File: src/rtl/seg7_pkg.sv
// Shared seven-segment definitions: segment codes, scan states and the nibble encoder.
package seg7_pkg;

   // Segment codes {dp,g,f,e,d,c,b,a}, active-high
   localparam logic [7:0] SEG_DIGIT [0:9] = '{
      8'h3F, 8'h06, 8'h5B, 8'h4F, 8'h66, 8'h6D, 8'h7D, 8'h07, 8'h7F, 8'h6F
   };
   localparam logic [7:0] SEG_DASH = 8'h40;
   localparam logic [7:0] SEG_OFF  = 8'h00;

   typedef enum logic {BLANK, SHOW} scan_state_t;

   // Non-decimal nibbles render as a dash so corrupt BCD is visible
   function automatic logic [7:0] seg7_encode(input logic [3:0] i_nib);
      logic [7:0] w_code;
      case (i_nib)
         4'd0:    w_code = SEG_DIGIT[0];
         4'd1:    w_code = SEG_DIGIT[1];
         4'd2:    w_code = SEG_DIGIT[2];
         4'd3:    w_code = SEG_DIGIT[3];
         4'd4:    w_code = SEG_DIGIT[4];
         4'd5:    w_code = SEG_DIGIT[5];
         4'd6:    w_code = SEG_DIGIT[6];
         4'd7:    w_code = SEG_DIGIT[7];
         4'd8:    w_code = SEG_DIGIT[8];
         4'd9:    w_code = SEG_DIGIT[9];
         default: w_code = SEG_DASH;
      endcase
      return w_code;
   endfunction

endpackage

File: src/rtl/seg_scan_ctrl.sv
// Time-multiplexed seven-segment scan controller with frame-synchronous value commit.
module seg_scan_ctrl
   import seg7_pkg::*;
#(
   parameter int unsigned NUM_DIGITS   = 4,
   parameter int unsigned REFRESH_DIV  = 50000,
   parameter int unsigned BLANK_CYCLES = 16
) (
   input  logic                    clk,
   input  logic                    reset,
   input  logic                    load_valid,
   output logic                    load_ready,
   input  logic [4*NUM_DIGITS-1:0] load_value,
   input  logic                    blank_lz,
   output logic [NUM_DIGITS-1:0]   digit_sel,
   output logic [7:0]              digit_code,
   output logic                    frame_done
);

   localparam int unsigned CNT_W = $clog2(REFRESH_DIV);
   localparam int unsigned IDX_W = $clog2(NUM_DIGITS);
   localparam logic [CNT_W-1:0] CNT_LAST = CNT_W'(REFRESH_DIV - 1);
   localparam logic [CNT_W-1:0] CNT_SHOW = CNT_W'(BLANK_CYCLES);
   localparam logic [IDX_W-1:0] IDX_LAST = IDX_W'(NUM_DIGITS - 1);

   logic [CNT_W-1:0]        r_cnt;
   logic [IDX_W-1:0]        r_idx;
   scan_state_t             r_state;
   logic [4*NUM_DIGITS-1:0] r_pend;
   logic [4*NUM_DIGITS-1:0] r_display;
   logic                    r_load_ready;
   logic [NUM_DIGITS-1:0]   r_sel;
   logic [7:0]              r_code;
   logic                    r_frame_done;

   logic                    w_commit;
   logic                    w_accept;
   logic [3:0]              w_nib;
   logic                    w_hi_zero;
   logic [7:0]              w_show_code;
   logic [NUM_DIGITS-1:0]   w_show_sel;

   // Frame boundary: the edge that opens digit 0's blank phase
   assign w_commit = (r_cnt == '0) && (r_idx == '0);
   assign w_accept = load_valid && r_load_ready;

   // Select the active nibble and detect whether it and all higher nibbles are zero
   always_comb begin
      w_nib     = 4'd0;
      w_hi_zero = 1'b1;
      for (int i = 0; i < NUM_DIGITS; i++) begin
         if (i == int'(r_idx)) w_nib = r_display[4*i +: 4];
         if ((i >= int'(r_idx)) && (r_display[4*i +: 4] != 4'd0)) w_hi_zero = 1'b0;
      end
      w_show_code = (blank_lz && (r_idx != '0) && w_hi_zero) ? SEG_OFF : seg7_encode(w_nib);
      w_show_sel  = NUM_DIGITS'(1) << r_idx;
   end

   // Slot counter and digit index; free-running so the frame period never depends on loads
   always_ff @(posedge clk or posedge reset) begin
      if (reset) begin
         r_cnt <= '0;
         r_idx <= '0;
      end else if (r_cnt == CNT_LAST) begin
         r_cnt <= '0;
         r_idx <= (r_idx == IDX_LAST) ? '0 : r_idx + 1'b1;
      end else begin
         r_cnt <= r_cnt + 1'b1;
      end
   end

   // Pending/display registers; ready low means pending holds an uncommitted value
   always_ff @(posedge clk or posedge reset) begin
      if (reset) begin
         r_pend       <= '0;
         r_display    <= '0;
         r_load_ready <= 1'b1;
      end else if (w_commit && !r_load_ready) begin
         r_display    <= r_pend;
         r_load_ready <= 1'b1;
      end else if (w_accept) begin
         r_pend       <= load_value;
         r_load_ready <= 1'b0;
      end
   end

   // Blank/show FSM with registered select, code and frame pulse
   always_ff @(posedge clk or posedge reset) begin
      if (reset) begin
         r_state      <= BLANK;
         r_sel        <= '0;
         r_code       <= SEG_OFF;
         r_frame_done <= 1'b0;
      end else begin
         r_frame_done <= (r_cnt == CNT_LAST) && (r_idx == IDX_LAST);
         case (r_state)
            BLANK: begin
               if (r_cnt == CNT_SHOW) begin
                  r_state <= SHOW;
                  r_sel   <= w_show_sel;
                  r_code  <= w_show_code;
               end else begin
                  r_sel  <= '0;
                  r_code <= SEG_OFF;
               end
            end
            SHOW: begin
               if (r_cnt == '0) begin
                  r_state <= BLANK;
                  r_sel   <= '0;
                  r_code  <= SEG_OFF;
               end else begin
                  // Refresh every cycle so blank_lz takes effect live
                  r_sel  <= w_show_sel;
                  r_code <= w_show_code;
               end
            end
            default: begin
               r_state <= BLANK;
               r_sel   <= '0;
               r_code  <= SEG_OFF;
            end
         endcase
      end
   end

   assign load_ready = r_load_ready;
   assign digit_sel  = r_sel;
   assign digit_code = r_code;
   assign frame_done = r_frame_done;

endmodule
File: config.mk
export PLATFORM = sky130hd
export DESIGN_NAME = seg_scan_ctrl
export DESIGN_NICKNAME = d
export VERILOG_FILES = /design/src/rtl/seg7_pkg.sv /design/src/rtl/seg_scan_ctrl.sv
export SDC_FILE = /design/constraint.sdc
export NUM_CORES = 1
export LEC_CHECK = 0
export ABC_AREA = 1
export BUFFER_PORTS_ARGS = -buffer_cell sky130_fd_sc_hd__buf_2
export CAP_MARGIN = 40
export CELL_PAD_IN_SITES_DETAIL_PLACEMENT = 1
export CELL_PAD_IN_SITES_GLOBAL_PLACEMENT = 1
export CORE_MARGIN = 5
export CORE_UTILIZATION = 34
export CTS_CLUSTER_SIZE = 14
export DETAILED_ROUTE_END_ITERATION = 12
export PLACE_DENSITY_LB_ADDON = 0.1
export SYNTH_ARGS = -nofsm -noshare
export SYNTH_HDL_FRONTEND = slang
export SYNTH_SLANG_ARGS = --single-unit
export TNS_END_PERCENT = 50
File: constraint.sdc
create_clock -name clk -period 2.89 [get_ports clk]
set_input_delay 0.1445 -clock clk [delete_from_list [all_inputs] [get_ports clk]]
set_output_delay 0.1445 -clock clk [all_outputs]
set_load 0.02 [all_outputs]
## Yosys cells after proc, flatten, opt, wreduce, memory -nomap -nowiden

Memory sizes are Yosys's and may differ from the RTL's.
Cells that the tools add are included.

| cells by class | value |
|---|---|
| add/subtract/negate cells | 2 |
| shift operators | 1 |
| equality and inequality tests | 6 |
| divide/modulo/power cells | 0 |
| multipliers | 0 |
| bitwise operators | 2 |
| reductions and logical operators | 20 |
| order comparisons | 3 |
| mux-type cells | 22 |

Operator list:

| cell | number |
|---|---|
| $mux W4 | 6 |
| $mux W8 | 3 |
| $add A16 B1 Y16 const B | 1 |
| $eq A16 B16 Y1 const B | 1 |
| $eq A16 B5 Y1 const B | 1 |
| $logic_not A16 Y1 | 1 |
| $mux W16 | 1 |
| $pmux W8 S2 | 1 |
| $reduce_bool A4 Y1 | 4 |
| $logic_and A1 B1 Y1 | 9 |
| $mux W1 | 8 |
| $pmux W4 S2 | 1 |
| $eq A2 B2 Y1 const A | 2 |
| $ge A1 B2 Y1 const A | 2 |
| $logic_not A2 Y1 | 2 |
| $reduce_bool A2 Y1 | 2 |
| $shl A1 B2 Y4 const A | 1 |
| $add A2 B1 Y2 const B | 1 |
| $eq A1 B2 Y1 const A | 1 |
| $eq A2 B2 Y1 const B | 1 |
| $ge A2 B2 Y1 const A | 1 |
| $mux W2 | 1 |
| $not A1 Y1 | 2 |
| $pmux W1 S2 | 1 |
| other kinds (2) | 2 |

| storage, ports and cells | value |
|---|---|
| output and inout bits | 14 |
| latch bits | 0 |
| logic and storage cells | 66 |
| bits in writable memories | 0 |
| memory bits (read-only) | 112 |
| memories kept | 1 |
| bits in registers | 65 |
| input bits | 20 |

Memories:

| name | depth | width | read ports | clocked after memory_dff | write ports | line | text |
|---|---|---|---|---|---|---|---|
| (name not given) | 16 | 7 | 1 | 0 | 0 | seg7_pkg.sv:16 | `case (i_nib)` |

## Logic depth before layout (Yosys ltp)

| depth | value |
|---|---|
| depth after elaboration | 10 |
| mapped depth | 14 |
| gate-level depth less buffers | 14 |

## Least setup slack after synthesis

OpenSTA, ideal clock, no wires.

| timing | value |
|---|---|
| path kind | register to register |
| from | register r_idx[0] |
| to | register r_code[3] (netlist: digit_code[3]) |
| cell stages (with the launch flop) | 12 |
| data arrival time | 1,836 ps |
| data required time | 2,821 ps |
| path buffers | 0 |
| slack | 985 ps |
| cell sequence | dfrtp_1 -> inv_1 -> ha_1 -> inv_2 -> or2_2 -> nand3_1 -> nand2_1 -> inv_1 -> ha_1 -> nor2_2 -> nor2_1 -> nor2_2 |

| on the way | value |
|---|---|
| longest elaborated chain between the ends | 10 |

Ends and longest elaborated chain:

| what | line | text |
|---|---|---|
| from (decl) | seg_scan_ctrl.sv:27 | `logic [IDX_W-1:0] r_idx;` |
| from (signal assigned) | seg_scan_ctrl.sv:66 | `r_idx <= (r_idx == IDX_LAST) ? '0 : r_idx + 1'b1;` |
| parallel branches: the longest is 7 deep, another holds $mem_v2 Z16 W7 | - |  |
| $mux W8 (*) | seg_scan_ctrl.sv:55 | `w_show_code = (blank_lz && (r_idx != '0) && w_hi_zero) ? SEG_OFF : seg7_encode(w_nib);` |
| $mux W8 (on tied branches) | seg_scan_ctrl.sv:108, seg_scan_ctrl.sv:98 |  |
| $pmux W8 S2 (*) | seg_scan_ctrl.sv:96 | `case (r_state)` |
| to (signal assigned) | seg_scan_ctrl.sv:101 | `r_code <= w_show_code;` |
| to (signal assigned) | seg_scan_ctrl.sv:115 | `r_code <= w_show_code;` |
| to (decl) | seg_scan_ctrl.sv:33 | `logic [7:0] r_code;` |

Mark *: on every way between the ends.
A chain may end at the register's enable or synchronous reset.

## Worst setup path after layout

Same ends and word-level chain as after synthesis.

==> impl_metrics.toml <==
[logic_synthesis]
netlist_top_cells_area = "dfrtp_1 48%, nand2_1 8.1%, nor2_1 7.2%, inv_1 5.7%, ha_1 4.6%"
avgSynthCellArea_um2 = 8.50
yosysWarnings = 0
synth_seq_cells = 64
syn_area_um2 = 3280
muxShareOfSynthArea = 0.00343
synth-simple-area-share = 0.254
synth_top_flop_cell = "dfrtp_1"
synth_most_common_cell = "nand2_1"
synth_compound_area_frac = 0.0957
synth_top_family_by_area = "simple AND/OR/NAND/NOR gates"
async_flop_share = 1.00
syn_nets = 418
synth-xor-area-share = 0.0214
ys_seq_area_frac = 0.489
synth_commonest_cells = "71 x nand2_1, 63 x dfrtp_1, 63 x nor2_1"
synth-edff-count = 0
yosys.area.top_type = "dfrtp_1"
ys_types = 33
synth_fa_ha_area_frac = 0.0458
synth_top_cell_area_share = 0.481
synthCells = 386

[cts]
hold_buffers = 2
clockRootBuffer = "clkbuf_8"
cts.clk_slew.worst_paths_ns = 0.08
postCtsSetupRepairBufs = 0
cts_max_level = 3
cts_buffers = 9
cts.sinks = 64
worstSkewPairLatency_ns = 0.35
cts_resized = 0
cts_tree = "done"
clockBufferDepth = 2

[detailed_routing]
drtIter0Drc = 68
routed_via_density = 4.45
ant_nets = 0
first_pass_iters = 4
vias = 2488
routed_wl_um = 7120
post_drt_wl_per_cell_um = 12.7
drc = 0

[placement]
place_area_um2 = 3560
gp_congestion = 0.807
detailedPlace.worstSlack_ns = 0.781
portBuffers = 32
dp_cells = 541
hpwl_um = 5460

[global_route]
grt_pass1_wl_um = 12500
grt_max_degree = 34
overflow = 0
grt_pass1_vias = 2626
grt_usage = 0.136
antenna_found_initial = 0

[critical_path]
path_class = "flop to flop"
critical-path-max-stage-delay_ns = 0.42
slowest_stage = "dfrtp_1"
crit_fanout = 5
start_kind = "flop"
cp_cell_sequence = "inv_1 -> ha_1 -> inv_2 -> or2_2 -> nand3_1 -> nand2_1 -> inv_1 -> ha_1 -> nor2_2 -> nor2_1 -> nor2_2"
path_delay_family = "simple AND/OR/NAND/NOR gates"
worst-path-buf-inv = 3
cp.arrival_ns = 2.39
cp-end-kind = "flop"
required_ns = 3.18

[sta]
setup_viol = 0
hold_viol_final = 0
finalSetupTns_ns = 0
period_share = 0.729
tightest_slew_ns = 0.582
clock-skew-final_ns = 0.0123
clock.fmax_mhz = 475
period_needed_ns = 2.11
slew_headroom = 0.611
finalMaxSlewViolations = 0
whs_ns = 0.0326
timing.final.ws_setup_ns = 0.784
rsz0062_at_grt = "false"

[layout]
layout-drive-gt1-share = 0.251
fin_area_um2 = 3750
nFillCells = 1145
fin_cells = 559
regArea_um2 = 1600
antenna_cells = 0
area_growth_pct = 14.5
multi_input_area_um2 = 1380
fin_util = 0.403
final_net_count = 457

[status]
outcome = "finished clean"

[power_and_ir_drop]
ir_drop_mv = 0.176
powerDensity_nw_per_um2 = 456
p_total_mw = 1.71
p_leak_nw = 1.90

[die]
ios = 34
std_cell_rows = 35
die_area_um2 = 11700
die_h_um = 108
coreArea_um2 = 9330
fp.dieW_um = 108
start_util = 0.352

[job]
cap_violations = 0

[hold_path]
hold_path.class = "input pin to flop"
-- logic make-up (layout without fill, tap and decap cells) --
kind of cell | count (synthesis) | after routing
xor gates and xnor gates | 8 | 8
other | 1 | 1
buffers and inverters | 69 | 113
and+or+nand+nor | 183 | 183
adders and majority gates | 12 | 12
AOI/OAI and AO/OA | 48 | 48
DFF | 64 | 64
muxes | 1 | 1
-- metal layers --
metal | GRT usage | part of all wire | vias up
met5 | 0 | 0 | -
met4 | 0.0595 | 0.016 | 0
met3 | 0.0239 | 0.035 | 11
met2 | 0.216 | 0.46 | 37
met1 | 0.183 | 0.49 | 1171
li1 | - | - | 1269
-- final timing paths --
kind                                from       endpoint  slack [ns]  cells past startpoint
setup / recovery                r_idx[0]  digit_code[3]        0.78                     11
hold / removal             load_value[5]      r_pend[5]        0.03                      2
setup reg to reg                r_idx[0]  digit_code[3]        0.78                     11
hold reg to reg                 r_cnt[0]       r_cnt[0]        0.48                      1
max in group asynchronous          reset     load_ready        1.95                      4
min in group asynchronous          reset     r_pend[13]        0.26                      3
-- layout make-up --
cell class / count / area share
Sequential cell: 64 / 0.427
Multi-Input combinational cell: 253 / 0.369
Inverter: 60 / 0.0600
Timing Repair Buffer: 37 / 0.0540
Tap cell: 129 / 0.0430
Clock buffer: 9 / 0.0330
Clock inverter: 7 / 0.0147
-- sequential cells by signal, summed over array words and instances (netlist names) --
signal and cells:
load_ready 1, r_pend 16, r_cnt 16, r_idx 2, frame_done 1, digit_code 7
digit_sel 4, r_state 1, r_display 16
-- placed cells by master (no fill, tap or decap), types with 3 or more instances in the layout --
master     n
nor2_2    13
ha_1      12
nand2_2    7
a21oi_1   24
o21ai_2   15
inv_2     11
nor2_1    63
xor2_1     8
nand2_1   71
buf_2     32
nand3_1   13
dfrtp_1   63
buf_4      3
o21ai_1    3
o21ai_0    3
clkbuf_8   9
nand4_1    5
nor3_1     3
inv_1     49
-- power breakdown --
part / switching (mW) / internal (mW) / total, mW
registers: 0.00696 / 0.921 / 0.927
logic: 0.0474 / 0.0246 / 0.0720
clock network: 0.395 / 0.318 / 0.713
total: 0.449 / 1.26 / 1.71
-- worst reg2reg max path, cell delays in order (launching register included) --
cell and delay [ns]:
dfrtp_1 0.42, inv_1 0.14, ha_1 0.27, inv_2 0.08, or2_2 0.27, nand3_1 0.08
nand2_1 0.11, inv_1 0.13, ha_1 0.25, nor2_2 0.14, nor2_1 0.07, nor2_2 0.09
No activity file was read; power rests on OpenSTA's default activity.
